<file path="src/rtl/mem_lsu_stage.sv">
// Memory-access stage: one load/store/pass-through op in flight, fixed MEM_LAT memory latency.
// Optional macro MEM_LSU_MISALIGN_TRAP_EN flags misaligned accesses instead of aligning them down.
module mem_lsu_stage #(
  parameter int ADDR_W  = 64,
  parameter int DATA_W  = 64,
  parameter int MEM_LAT = 1
) (
  input  logic                  i_clk,
  input  logic                  i_rst_n,
  input  logic                  i_valid,
  output logic                  o_ready,
  input  logic [DATA_W-1:0]     i_addr,
  input  logic [DATA_W-1:0]     i_data,
  input  logic [4:0]            i_rd_id,
  input  logic [1:0]            i_type,
  input  logic [2:0]            i_funct3,
  output logic [DATA_W-1:0]     o_data,
  output logic [4:0]            o_rd_id,
  output logic [1:0]            o_type,
  output logic                  o_valid,
  output logic                  o_misalign,
  output logic [ADDR_W-1:0]     o_d_r_addr,
  output logic [ADDR_W-1:0]     o_d_w_addr,
  output logic [DATA_W-1:0]     o_d_w_data,
  output logic [DATA_W/8-1:0]   o_d_w_strb,
  output logic                  o_d_MemRead,
  output logic                  o_d_MemWrite,
  input  logic [DATA_W-1:0]     i_d_data
);

  localparam int NB    = DATA_W / 8;
  localparam int OFS_W = $clog2(NB);
  localparam int CNT_W = (MEM_LAT > 1) ? $clog2(MEM_LAT) : 1;

  localparam logic [1:0] T_LOAD  = 2'd0;
  localparam logic [1:0] T_STORE = 2'd1;

  typedef enum logic [1:0] {S_IDLE, S_REQ, S_WAIT, S_DONE} state_t;

  state_t             r_state;
  logic [CNT_W-1:0]   r_cnt;
  logic [DATA_W-1:0]  r_addr;
  logic [4:0]         r_rd_id;
  logic [1:0]         r_type;
  logic [1:0]         r_size;
  logic               r_unsigned;
  logic [OFS_W-1:0]   r_ofs;
  logic               r_trap;

  logic [1:0]         w_size;
  logic [OFS_W-1:0]   w_ofs;
  logic [OFS_W-1:0]   w_size_mask;
  logic [OFS_W-1:0]   w_eff_ofs;
  logic               w_is_ld;
  logic               w_is_st;
  logic               w_trap;
  logic               w_do_rd;
  logic               w_do_wr;
  logic [NB-1:0]      w_lanes;
  logic [NB-1:0]      w_strb;
  logic [DATA_W-1:0]  w_wdata;
  logic [ADDR_W-1:0]  w_req_addr;
  logic [DATA_W-1:0]  w_rshift;
  logic [DATA_W-1:0]  w_load;

  // Decode the incoming op: size, lane offset, strobes and lane-shifted store data.
  always_comb begin
    w_size = i_funct3[1:0];
    if (DATA_W == 32 && w_size == 2'd3) w_size = 2'd2;
    w_ofs   = i_addr[OFS_W-1:0];
    w_is_ld = (i_type == T_LOAD);
    w_is_st = (i_type == T_STORE);
    case (w_size)
      2'd0:    begin w_size_mask = '0;          w_lanes = NB'(1);  end
      2'd1:    begin w_size_mask = OFS_W'(1);   w_lanes = NB'(3);  end
      2'd2:    begin w_size_mask = OFS_W'(3);   w_lanes = NB'(15); end
      default: begin w_size_mask = OFS_W'(7);   w_lanes = '1;      end
    endcase
    w_eff_ofs  = w_ofs & ~w_size_mask;
    w_strb     = w_lanes << w_eff_ofs;
    w_wdata    = i_data << {w_eff_ofs, 3'b000};
    w_req_addr = ADDR_W'(i_addr);
    w_req_addr[OFS_W-1:0] = '0;
  end

`ifdef MEM_LSU_MISALIGN_TRAP_EN
  assign w_trap = (w_is_ld || w_is_st) && ((w_ofs & w_size_mask) != '0);
`else
  assign w_trap = 1'b0;
`endif

  assign w_do_rd = w_is_ld && !w_trap;
  assign w_do_wr = w_is_st && !w_trap;

  // Load lane extraction from the sampled read data.
  always_comb begin
    w_rshift = i_d_data >> {r_ofs, 3'b000};
    w_load   = w_rshift;
    case (r_size)
      2'd0: begin
        if (r_unsigned) w_load = DATA_W'(w_rshift[7:0]);
        else            w_load = DATA_W'($signed(w_rshift[7:0]));
      end
      2'd1: begin
        if (r_unsigned) w_load = DATA_W'(w_rshift[15:0]);
        else            w_load = DATA_W'($signed(w_rshift[15:0]));
      end
      2'd2: begin
        if (r_unsigned) w_load = DATA_W'(w_rshift[31:0]);
        else            w_load = DATA_W'($signed(w_rshift[31:0]));
      end
      default: w_load = w_rshift;
    endcase
  end

  // Sequencer: IDLE -> REQ -> (WAIT) -> DONE, all outputs registered.
  always_ff @(posedge i_clk or negedge i_rst_n) begin
    if (!i_rst_n) begin
      r_state      <= S_IDLE;
      r_cnt        <= '0;
      r_addr       <= '0;
      r_rd_id      <= '0;
      r_type       <= '0;
      r_size       <= '0;
      r_unsigned   <= 1'b0;
      r_ofs        <= '0;
      r_trap       <= 1'b0;
      o_ready      <= 1'b1;
      o_valid      <= 1'b0;
      o_misalign   <= 1'b0;
      o_data       <= '0;
      o_rd_id      <= '0;
      o_type       <= '0;
      o_d_r_addr   <= '0;
      o_d_w_addr   <= '0;
      o_d_w_data   <= '0;
      o_d_w_strb   <= '0;
      o_d_MemRead  <= 1'b0;
      o_d_MemWrite <= 1'b0;
    end else begin
      o_valid      <= 1'b0;
      o_misalign   <= 1'b0;
      o_d_MemRead  <= 1'b0;
      o_d_MemWrite <= 1'b0;
      case (r_state)
        S_IDLE: begin
          if (i_valid) begin
            r_addr       <= i_addr;
            r_rd_id      <= i_rd_id;
            r_type       <= i_type;
            r_size       <= w_size;
            r_unsigned   <= i_funct3[2];
            r_ofs        <= w_eff_ofs;
            r_trap       <= w_trap;
            o_ready      <= 1'b0;
            o_d_MemRead  <= w_do_rd;
            o_d_MemWrite <= w_do_wr;
            o_d_r_addr   <= w_do_rd ? w_req_addr : '0;
            o_d_w_addr   <= w_do_wr ? w_req_addr : '0;
            o_d_w_data   <= w_do_wr ? w_wdata : '0;
            o_d_w_strb   <= w_do_wr ? w_strb : '0;
            r_state      <= S_REQ;
          end
        end
        S_REQ: begin
          r_cnt   <= CNT_W'(MEM_LAT - 1);
          r_state <= (MEM_LAT > 1) ? S_WAIT : S_DONE;
        end
        S_WAIT: begin
          r_cnt <= r_cnt - CNT_W'(1);
          if (r_cnt == CNT_W'(1)) r_state <= S_DONE;
        end
        S_DONE: begin
          o_valid    <= 1'b1;
          o_misalign <= r_trap;
          o_data     <= (r_type == T_LOAD && !r_trap) ? w_load : r_addr;
          o_rd_id    <= r_rd_id;
          o_type     <= r_type;
          o_ready    <= 1'b1;
          r_state    <= S_IDLE;
        end
        default: r_state <= S_IDLE;
      endcase
    end
  end

endmodule
</file>
<file path="config.mk">
export PLATFORM = sky130hd
export DESIGN_NAME = mem_lsu_stage
export DESIGN_NICKNAME = d
export VERILOG_FILES = /design/src/rtl/mem_lsu_stage.sv
export SDC_FILE = /design/constraint.sdc
export NUM_CORES = 1
export LEC_CHECK = 0
export BUFFER_PORTS_ARGS = -buffer_cell sky130_fd_sc_hd__buf_2
export CORE_ASPECT_RATIO = 0.6
export CORE_MARGIN = 4
export CORE_UTILIZATION = 34
export DETAILED_ROUTE_END_ITERATION = 16
export PLACE_DENSITY = 0.67
export SLEW_MARGIN = 20
export SYNTH_ARGS = -nofsm -noshare
export SYNTH_HDL_FRONTEND = slang
export SYNTH_SLANG_ARGS = --single-unit
</file>
<file path="constraint.sdc">
create_clock -name i_clk -period 2.91 [get_ports i_clk]
set_clock_uncertainty 0.05 [all_clocks]
set_input_delay 0.4365 -clock i_clk [delete_from_list [all_inputs] [get_ports i_clk]]
set_output_delay 0.4365 -clock i_clk [all_outputs]
set_load 0.005 [all_outputs]
</file>
After elaboration in Yosys (flattened, before gate mapping)
Cells that the tools add are included.
W data, S select, Z words.
{"block": "totals", "ramBits": 0, "inputBits": 205, "word_cells": 67, "output_inout_bits": 276, "reg_bits": 355, "latchBits": 0, "mem_count": 0, "mem_bits_ro": 0}
{"block": "classes", "multipliers": 0, "n_reduce_logical": 10, "n_bitwise": 2, "n_div": 0, "add_sub_neg": 1, "eq_ne": 10, "shifts": 3, "magnitude_cmp": 0, "n_mux": 22}
{"cell": "$mux W64", "count": 7}
{"cell": "$pmux W64 S3", "count": 1}
{"cell": "$shl A64 B6 Y64", "count": 1}
{"cell": "$shr A64 B6 Y64", "count": 1}
{"cell": "$pmux W8 S3", "count": 1}
{"cell": "$logic_not A2 Y1", "count": 5}
{"cell": "$pmux W3 S3", "count": 1}
{"cell": "$eq A2 B1 Y1 const B", "count": 4}
{"cell": "$eq A2 B2 Y1 const B", "count": 4}
{"cell": "$mux W8", "count": 1}
{"cell": "$pmux W2 S4", "count": 1}
{"cell": "$shl A8 B3 Y8", "count": 1}
{"cell": "$mux W1", "count": 6}
{"cell": "$reduce_and A2 Y1", "count": 3}
{"cell": "$mux W2", "count": 2}
{"cell": "$ne A2 B2 Y1 const B", "count": 2}
{"cell": "$pmux W1 S2", "count": 2}
{"cell": "$reduce_bool A2 Y1", "count": 2}
{"cell": "$and A3 B3 Y3", "count": 1}
{"cell": "$not A3 Y3", "count": 1}
{"cell": "$sub A1 B1 Y1 const B", "count": 1}

Longest topological paths before layout
Gate-level depths: netlist of run 1.
{"block": "logic_depth", "ltp_word": 6, "ltp_mapped": 9, "mapped_depth_nobuf": 7}

Worst setup path after synthesis of run 1
No wires, ideal clock.
{"block": "synth_path", "path_type": "input-to-reg", "start": "input i_funct3[0]", "end": "register o_d_w_data[57]", "required_ps": 2733, "slack_ps": 795, "setup_time_ps": 127, "n_path_buf": 3, "t_arrival_ps": 1938, "stages": 8, "path_cell_list": "buf_2 > nor3b_1 > buf_4 > buf_4 > mux2i_1 > mux2i_1 > a222oi_1 > inv_1"}
{"block": "synth_via", "elab_chain_cells": 6, "word_cells_on_any_way": 8, "classes_between": "eq/ne: 2; shift: 1; mux: 2; bitwise: 2; reduce/logical: 1"}
{"item": "start: declaration", "line_no": "16", "text": "input logic [2:0] i_funct3,"}
{"item": "$eq A2 B2 Y1, or another cell as far along", "line_no": "73", "text": "case (w_size)"}
{"item": "$pmux W3 S3 (*)", "line_no": "73"}
{"item": "$not A3 Y3 (*)", "line_no": "79", "text": "w_eff_ofs = w_ofs & ~w_size_mask;"}
{"item": "$and A3 B3 Y3 (*)", "line_no": "79"}
{"item": "$shl A64 B6 Y64 (*)", "line_no": "81", "text": "w_wdata = i_data << {w_eff_ofs, 3'b000};"}
{"item": "$mux W64 (*)", "line_no": "160", "text": "o_d_w_data <= w_do_wr ? w_wdata : '0;"}
{"item": "end signal: assignment", "line_no": "160"}
{"item": "end: declaration", "line_no": "24", "text": "output logic [DATA_W-1:0] o_d_w_data,"}
Every way passes the cells marked *; elsewhere a longest branch is shown, timed or not.
A chain may end at the register's enable or synchronous reset.

Worst setup path in the final report of run 1
{"block": "layout_path", "start": "register r_ofs[1]", "end": "register o_data[28]"}
{"block": "layout_via", "elab_chain_cells": 4, "word_cells_on_any_way": 6, "classes_between": "shift: 1; mux: 5"}
{"item": "start: declaration", "line_no": "47", "text": "logic [OFS_W-1:0] r_ofs;"}
{"item": "start signal: assignment", "line_no": "153", "text": "r_ofs <= w_eff_ofs;"}
{"item": "$shr A64 B6 Y64 (*)", "line_no": "97", "text": "w_rshift = i_d_data >> {r_ofs, 3'b000};"}
{"item": "$mux W64 (on tied branches)", "line_no": "109, 101, 105"}
{"item": "$pmux W64 S3 (*)", "line_no": "99", "text": "case (r_size)"}
{"item": "$mux W64 (*)", "line_no": "176", "text": "o_data <= (r_type == T_LOAD && !r_trap) ? w_load : r_addr;"}
{"item": "end signal: assignment", "line_no": "176"}
{"item": "end: declaration", "line_no": "17", "text": "output logic [DATA_W-1:0] o_data,"}
Marked as above.

==> Flow_metrics.wiki, run 1 <==
{| class="wikitable"
! Metric !! Value
|-
| Highest Signal Layer || met4
|-
| Number of antenna-violating nets in the routed design || 0
|-
| Count of flip-flops with a built-in enable after synthesis || 0
|-
| Portion of synthesized cell area occupied by the leading cell type || 0.518
|-
| Row count || 62
|-
| Post-Syn Area || roughly 17,000 sq um
|-
| Initial antenna violation count || 10
|-
| Clock tree buffer depth || 3
|-
| Post-synthesis cell type with the largest combined area || dfrtp_1
|-
| Sinks on Clock Net || approximately 350
|-
| Worst-case vdd ir drop || roughly 0.00054 V
|-
| Final Critical Period || 2.55 ns
|-
| Number of global-route vias before repair || 14,300
|-
| Clock Latency Late Sink || 0.54 ns
|-
| Total congestion overflow after global routing || 0
|-
| Detailed-routing iteration count for the pre-antenna-repair pass || 6
|-
| Net switching component of the power || between 9 and 10 mW
|-
| Yosys warning count || 0
|-
| Area grow syn2layout || 27.1%
|-
| Clock Pin Slew Worst Setup and Hold Paths || around 0.07 ns
|-
| Final slew viol count || 0
|-
| Critical Path End Type || flip-flop
|-
| P_int || roughly 15 mW
|-
| CTS tree || built
|-
| Post CTS Setup Buffer Count || 0
|-
| Power density over the cells || 1140 nW/um^2
|-
| Number of hold-slack violations in the final timing report || 0
|-
| CTS buffer count || 38
|-
| Layout net count || 2,084
|-
| Worst reg2reg path startpoint || r_ofs[1]$_DFFE_PN0P_
|-
| R2R Setup Slk || 0.36 ns
|-
| Worst EP arrival || 2.88 ns
|-
| Top fanout value on the critical path || 15
|-
| Clock tree root buffer cell || clkbuf_16
|-
| Die area || ~53,000 sq um
|-
| Portion of the post-synthesis area used by sequential elements || 0.519
|-
| Combinational group share of total power || 0.432
|-
| Total power || 24.4 mW
|-
| Post-DR vias/cell || 5.67
|-
| Boundary Pins || between 400 and 500
|-
| Result of the run || finished clean
|-
| Global-route wire length before repair || 96,300 um
|-
| Cell types occupying the most area after synthesis || dfrtp_1 (52%), a22o_1 (7.4%), mux2_2 (6.2%)
|-
| Cells resized by post-CTS repair || 0
|-
| Final cell utilization of the core || 0.442
|-
| Commonest cells in the netlist || dfrtp_1 (348), a22o_1 (142), nor2_1 (131)
|-
| Routed wire length || 65,500 um
|-
| Sw Share || 0.386
|-
| Share of the cycle needed by the critical path after routing || 0.878
|-
| Max Cap Violations || 0
|-
| Setup crit start || r_ofs[1]$_DFFE_PN0P_
|-
| Aggregate global-route resource usage || 0.237
|-
| Estimated wirelength of the detail-placed design || just under 50,000 um
|-
| Rel. slew slack || 0.332
|-
| Final Setup Violations || 0
|-
| Path type of the worst setup path || flip-flop to flip-flop
|-
| Measured slew at the worst slew-check pin || roughly 1 ns
|-
| Max Freq || 392 MHz
|-
| Synth Flop Type || dfrtp_1
|-
| Starting density of the core || 0.348
|-
| Count of cell types in the netlist || 63
|-
| Crit path to || o_data[28]$_DFFE_PN0P_
|-
| Weighted congestion reported at the end of routability-driven placement || approximately 0.95
|-
| Routed length per instance || about 26 um
|-
| Gate Count Post-Synth || 1,417
|-
| Wire length on met2 || just under 30,000 um
|-
| Cts-stage hold buffer count || 1
|-
| Fraction of layout instances using a drive strength above 1 || 0.412
|-
| Maximum number of pins on one net before global-route repair || 92
|-
| Share of total power in the clock network || 0.206
|-
| Setup Total Neg Slack || 0 ns
|-
| Unrepaired setup endpoints after global routing || false
|-
| Met1 layer wirelength in the final routing || 29,300 um
|-
| Via count || about 14,000
|-
| Average instance area after synthesis || about 12 sq um
|-
| Data required time of the critical path || around 3.2 ns
|-
| Relative contribution of sequential cells to total power || 0.362
|-
| Chip Width || between 200 and 300 um
|-
| Beginning of the worst hold path || i_funct3[2]
|-
| Most repeated cell in the gate-level netlist after synthesis || dfrtp_1
|-
| Core footprint || between 40,000 and 50,000 sq um
|-
| FFs w/ async S/R, synth || 1.00
|-
| Wire length on met3 || 5600 um
|-
| Number of buffers inserted by port buffering || 473
|-
| Worst hold path class || primary input to flip-flop
|-
| Reg2reg end || o_data[28]$_DFFE_PN0P_
|-
| DRC Markers || 0
|-
| Vertical die dimension || roughly 180 um
|-
| Flops & latches, synth || around 350
|-
| Static Leakage || approximately 10 nW
|-
| CTS H-tree lvls || 2
|-
| Starting DRT DRC Count || 1,504
|-
| Element type at the critical path start || flip-flop
|-
| Cells on worst reg2reg path || 5
|}
## cell families (layout without fill, tap and decap cells)
| logic type | Yosys count | count (layout) | share of synthesized area |
|---|---|---|---|
| AOI/OAI and AO/OA | 415 | 415 | 0.198 |
| adders and majority gates | 4 | 4 | 0.00298 |
| buffers and inverters | 149 | 627 | 0.0429 |
| DFF | 349 | 349 | 0.519 |
| muxes | 209 | 209 | 0.158 |
| other | 1 | 18 | 0.000223 |
| and+or+nand+nor | 290 | 290 | 0.0781 |
## worst min-delay path by stage
| stage | endpoint | slack, ns | cells past startpoint |
|---|---|---|---|
| after CTS | r_unsigned$_DFFE_PN0P_ | 0.05 | 2 |
| after global placement | o_d_w_strb[4]$_DFFE_PN0P_ | 0.41 | 2 |
| after detailed placement | o_data[6]$_DFFE_PN0P_ | 0.41 | 1 |
| after global routing | r_unsigned$_DFFE_PN0P_ | 0.06 | 2 |
| after floorplan | o_d_MemRead$_DFF_PN0_ | 0.09 | 0 |
| final | r_unsigned$_DFFE_PN0P_ | 0.09 | 2 |
## sequential cells by signal, indices dropped and copies added, names as in the netlist, 2 cells and up
name,flops
o_rd_id,5
r_state,2
o_d_w_addr,61
o_d_w_strb,8
o_type,2
o_d_r_addr,61
r_size,2
r_type,2
r_rd_id,5
o_d_w_data,64
r_addr,64
o_data,64
r_ofs,3
## power by group through the flow
stage | sequential, mW | clock, mW | combinational [mW]
after floorplan | 8.47 | 0 | 6.17
after global placement | 8.76 | 0 | 10.3
final | 8.82 | 5.03 | 10.5
after CTS | 8.79 | 5.15 | 10.5
after detailed placement | 8.82 | 0 | 10.5
after global routing | 9.06 | 5.34 | 11.3
## worst max-delay path: stages, from the launching register on
cell and delay, ns:
dfrtp_4 0.57, mux2_4 0.35, o22ai_2 0.29, nor4_4 0.12
nor3_2 0.83, a211oi_1 0.17
## final cells by class
class,count,area [sq um]
antenna,11,27.5
clock buffer,48,1040
clock inverter,18,223
fill,4555,27000
inverter,22,82.6
multi-input combinational,925,7430
sequential,349,8740
tap,640,801
timing repair buffer,539,3040
## per-layer routing
layer	global-route usage	vias up
li1	-	6264
met1	0.343	7451
met2	0.358	658
met3	0.0616	95
met4	0.0577	0
met5	0	-
## cells in the final DEF (no fill, tap or decap), drive strengths merged, types with 24 or more instances in the layout
| cell | Yosys | routed |
|---|---|---|
| a22oi | 24 | 24 |
| clkbuf | 74 | 48 |
| a221oi | 25 | 25 |
| mux2 | 93 | 93 |
| mux2i | 81 | 81 |
| nor3 | 26 | 26 |
| nor2 | 131 | 131 |
| a22o | 142 | 142 |
| buf | 53 | 538 |
| nand2 | 84 | 84 |
| o21ai | 49 | 49 |
| dfrtp | 348 | 348 |
| a21oi | 48 | 48 |
| mux4 | 35 | 35 |
| inv | 22 | 25 |
## through the flow
step / cell area, sq um / hold WS (ns) / std cells / worst slack (ns)
detailed placement: 20100 / 0.413 / 2474 / 0.357
floorplan: 16800 / 0.0909 / 1423 / 0.795
finish: 21400 / 0.0894 / 2552 / 0.356
CTS: 21400 / 0.0518 / 2541 / 0.360
global placement: 20100 / 0.408 / 2474 / 0.383
global route: 21400 / 0.0643 / 2549 / 0.168
Power figures use the tool's default switching activity.
==> inputs of run 2 (changes only) <==
--- a/config.mk
+++ b/config.mk
@@ -8,9 +8,11 @@
 export BUFFER_PORTS_ARGS = -buffer_cell sky130_fd_sc_hd__buf_2
 export CORE_ASPECT_RATIO = 0.6
 export CORE_MARGIN = 4
-export CORE_UTILIZATION = 34
+export CORE_UTILIZATION = 40
+export CTS_BUF_LIST = sky130_fd_sc_hd__clkbuf_2
+export CTS_CLUSTER_SIZE = 40
 export DETAILED_ROUTE_END_ITERATION = 16
-export PLACE_DENSITY = 0.67
+export PLACE_DENSITY = 0.75
 export SLEW_MARGIN = 20
 export SYNTH_ARGS = -nofsm -noshare
 export SYNTH_HDL_FRONTEND = slang
==> Flow_metrics.wiki, run 2 (synthesis gave the netlist of run 1 again) <==
{| class="wikitable"
! Metric !! Value
|-
| Result of the run || finished, violations left
|-
| Failing checks || setup timing
|-
| Routed length per instance || roughly 24 um
|-
| Worst-case vdd ir drop || ~0.00053 V
|-
| Number of antenna-violating nets in the routed design || 0
|-
| Path type of the worst setup path || primary input to flip-flop
|-
| Clock Latency Late Sink || 1.02 ns
|-
| Worst hold path class || primary input to flip-flop
|-
| Worst EP arrival || 3.79 ns
|-
| Setup crit start || i_funct3[1]
|-
| Clock tree root buffer cell || clkbuf_2
|-
| Final Setup Violations || 1
|-
| Net switching component of the power || 9.60 mW
|-
| Detailed-routing iteration count for the pre-antenna-repair pass || 6
|-
| Register cell area after layout || between 8000 and 9000 sq um
|-
| Via count || between 15,000 and 20,000
|-
| Final instance area || between 20,000 and 25,000 sq um
|-
| Number of buffers inserted by port buffering || ~470
|-
| Final cell utilization of the core || 0.566
|-
| Starting DRT DRC Count || approximately 1,800
|-
| Final worst setup slack || -0.00227 ns
|-
| Combinational group share of total power || 0.479
|-
| Worst hold-check slack || ~0.12 ns
|-
| Sinks on Clock Net || around 350
|-
| Element type at the critical path start || primary input
|-
| Starting density of the core || 0.410
|-
| Max Freq || roughly 340 MHz
|-
| Static Leakage || between 10 and 15 nW
|-
| CTS H-tree lvls || 3
|-
| Estimated wirelength of the detail-placed design || 47,900 um
|-
| CTS tree || built
|-
| Total congestion overflow after global routing || 0
|-
| Number of placed cells counting well taps || ~2,400
|-
| Aggregate global-route resource usage || 0.292
|-
| Final slew viol count || 0
|-
| Top fanout value on the critical path || 38
|-
| DRC Markers || 0
|-
| Row count || 57
|-
| Crit path to || o_d_w_data[62]$_DFFE_PN0P_
|-
| R2R Setup Slk || about 0.19 ns
|-
| Area grow syn2layout || 38.2%
|-
| Chip Width || 273 um
|-
| Data required time of the critical path || 3.78 ns
|-
| Final Critical Period || approximately 2.9 ns
|-
| Unrepaired setup endpoints after global routing || false
|-
| Post-DR vias/cell || ~5.8
|-
| Number of fill cells in the layout || ~3,500
|-
| Number of global-route vias before repair || 16,600
|-
| Worst reg2reg path startpoint || r_ofs[1]$_DFFE_PN0P_
|-
| Number of hold-slack violations in the final timing report || 0
|-
| Most common library cell in the layout ignoring fill and taps || buf_2
|-
| Final instance count without filler cells || roughly 2,800
|-
| Maximum number of pins on one net before global-route repair || 95
|-
| CTS buffer count || 85
|-
| Layout net count || ~2,400
|-
| Reg2reg end || o_data[25]$_DFFE_PN0P_
|-
| Power density over the cells || a little over 1000 nW/um^2
|-
| Clock Pin Slew Worst Setup and Hold Paths || approximately 0.13 ns
|-
| Area after detailed placement || about 20,000 sq um
|-
| Share of the cycle needed by the critical path after routing || 1.00
|-
| Die area || roughly 45,000 sq um
|-
| Sw Share || 0.411
|-
| Weighted congestion reported at the end of routability-driven placement || 0.997
|-
| Boundary Pins || between 400 and 500
|-
| Routed wire length || 68,400 um
|-
| Highest-count cells in the layout ignoring fill and taps || buf_2 (472), dfrtp_1 (345), dlygate4sd3_1 (240)
|-
| Measured slew at the worst slew-check pin || between 0.9 and 1 ns
|-
| Cells on worst reg2reg path || 6
|-
| Max Cap Violations || 0
|-
| P_int || ~14 mW
|-
| Global-route wire length before repair || a little over 100,000 um
|-
| Fraction of layout instances using a drive strength above 1 || 0.385
|-
| Initial antenna violation count || 14
|-
| Vertical die dimension || about 170 um
|-
| Combined area of the multi-input logic cells || 7440 sq um
|-
| Critical Path End Type || flip-flop
|-
| Largest registers || o_d_w_data (64), o_data (64), r_addr (64)
|-
| Core footprint || between 40,000 and 50,000 sq um
|-
| Share of total power in the clock network || 0.144
|-
| Relative contribution of sequential cells to total power || 0.377
|-
| Rel. slew slack || 0.379
|-
| Clock tree buffer depth || 3
|}
[run 2: what timing repair did]
| item | 4_1_cts | 5_1_grt |
|---|---|---|
| buffers inserted | 0 | 4 |
| gates resized for setup | 0 | 5 |
| hold buffers | 242 | 0 |
| endpoints found under the setup margin | 0 | 13 |
| hold endpoints to repair | 654 | 0 |
[run 2: per-layer routing]
metal | global-route usage | part of all wire
met5 | 0 | 0
met4 | 0.129 | 0.045
met3 | 0.0843 | 0.10
met2 | 0.437 | 0.45
met1 | 0.397 | 0.41
[run 2: power by group through the flow]
| stage | Combinational [mW] | Clock [mW] | Sequential, mW |
|---|---|---|---|
| 3_3_place_gp | 10.2 | 0 | 8.71 |
| 4_1_cts | 11.0 | 3.49 | 8.72 |
| 5_1_grt | 12.0 | 3.79 | 9.03 |
| 2_1_floorplan | 6.17 | 0 | 8.47 |
| 6_report | 11.2 | 3.38 | 8.80 |
| 3_5_place_dp | 10.4 | 0 | 8.77 |
[run 2: worst min-delay path by stage]
stage,from,slack [ns],end,depth (start not counted)
floorplan,i_rst_n,0.09,o_d_MemRead$_DFF_PN0_,0
global route,i_d_data[36],0.02,o_data[36]$_DFFE_PN0P_,5
CTS,i_d_data[40],0.004,o_data[16]$_DFFE_PN0P_,5
global placement,o_d_w_strb[0]$_DFFE_PN0P_,0.41,o_d_w_strb[0]$_DFFE_PN0P_,1
detailed placement,o_data[3]$_DFFE_PN0P_,0.41,o_data[3]$_DFFE_PN0P_,1
finish,i_d_data[1],0.12,o_data[1]$_DFFE_PN0P_,6
[run 2: layout make-up]
cell class | instances | area share
Inverter | 22 | 0.00356
Timing Repair Buffer | 780 | 0.235
Clock inverter | 34 | 0.00894
Clock buffer | 113 | 0.0243
Antenna cell | 14 | 0.00151
Tap cell | 560 | 0.0302
Multi-Input combinational cell | 925 | 0.320
Sequential cell | 349 | 0.376
[run 2: through the flow]
stage          worst slack (ns)  setup TNS [ns]  total power [mW]
3_3_place_gp              0.297               0              18.9
2_1_floorplan             0.795               0              14.6
6_report               -0.00227        -0.00227              23.4
5_1_grt                  0.0176               0              24.8
3_5_place_dp              0.336               0              19.2
4_1_cts                 0.00970               0              23.3
[run 2: worst max-delay path, cell delays in order]
cell and delay, ns:
dlygate4sd3_1 0.55, buf_2 0.20, nor3b_2 0.28, buf_12 0.29, mux4_2 0.53, dlygate4sd3_1 0.57
a222oi_1 0.26, dlygate4sd3_1 0.59, inv_1 0.04
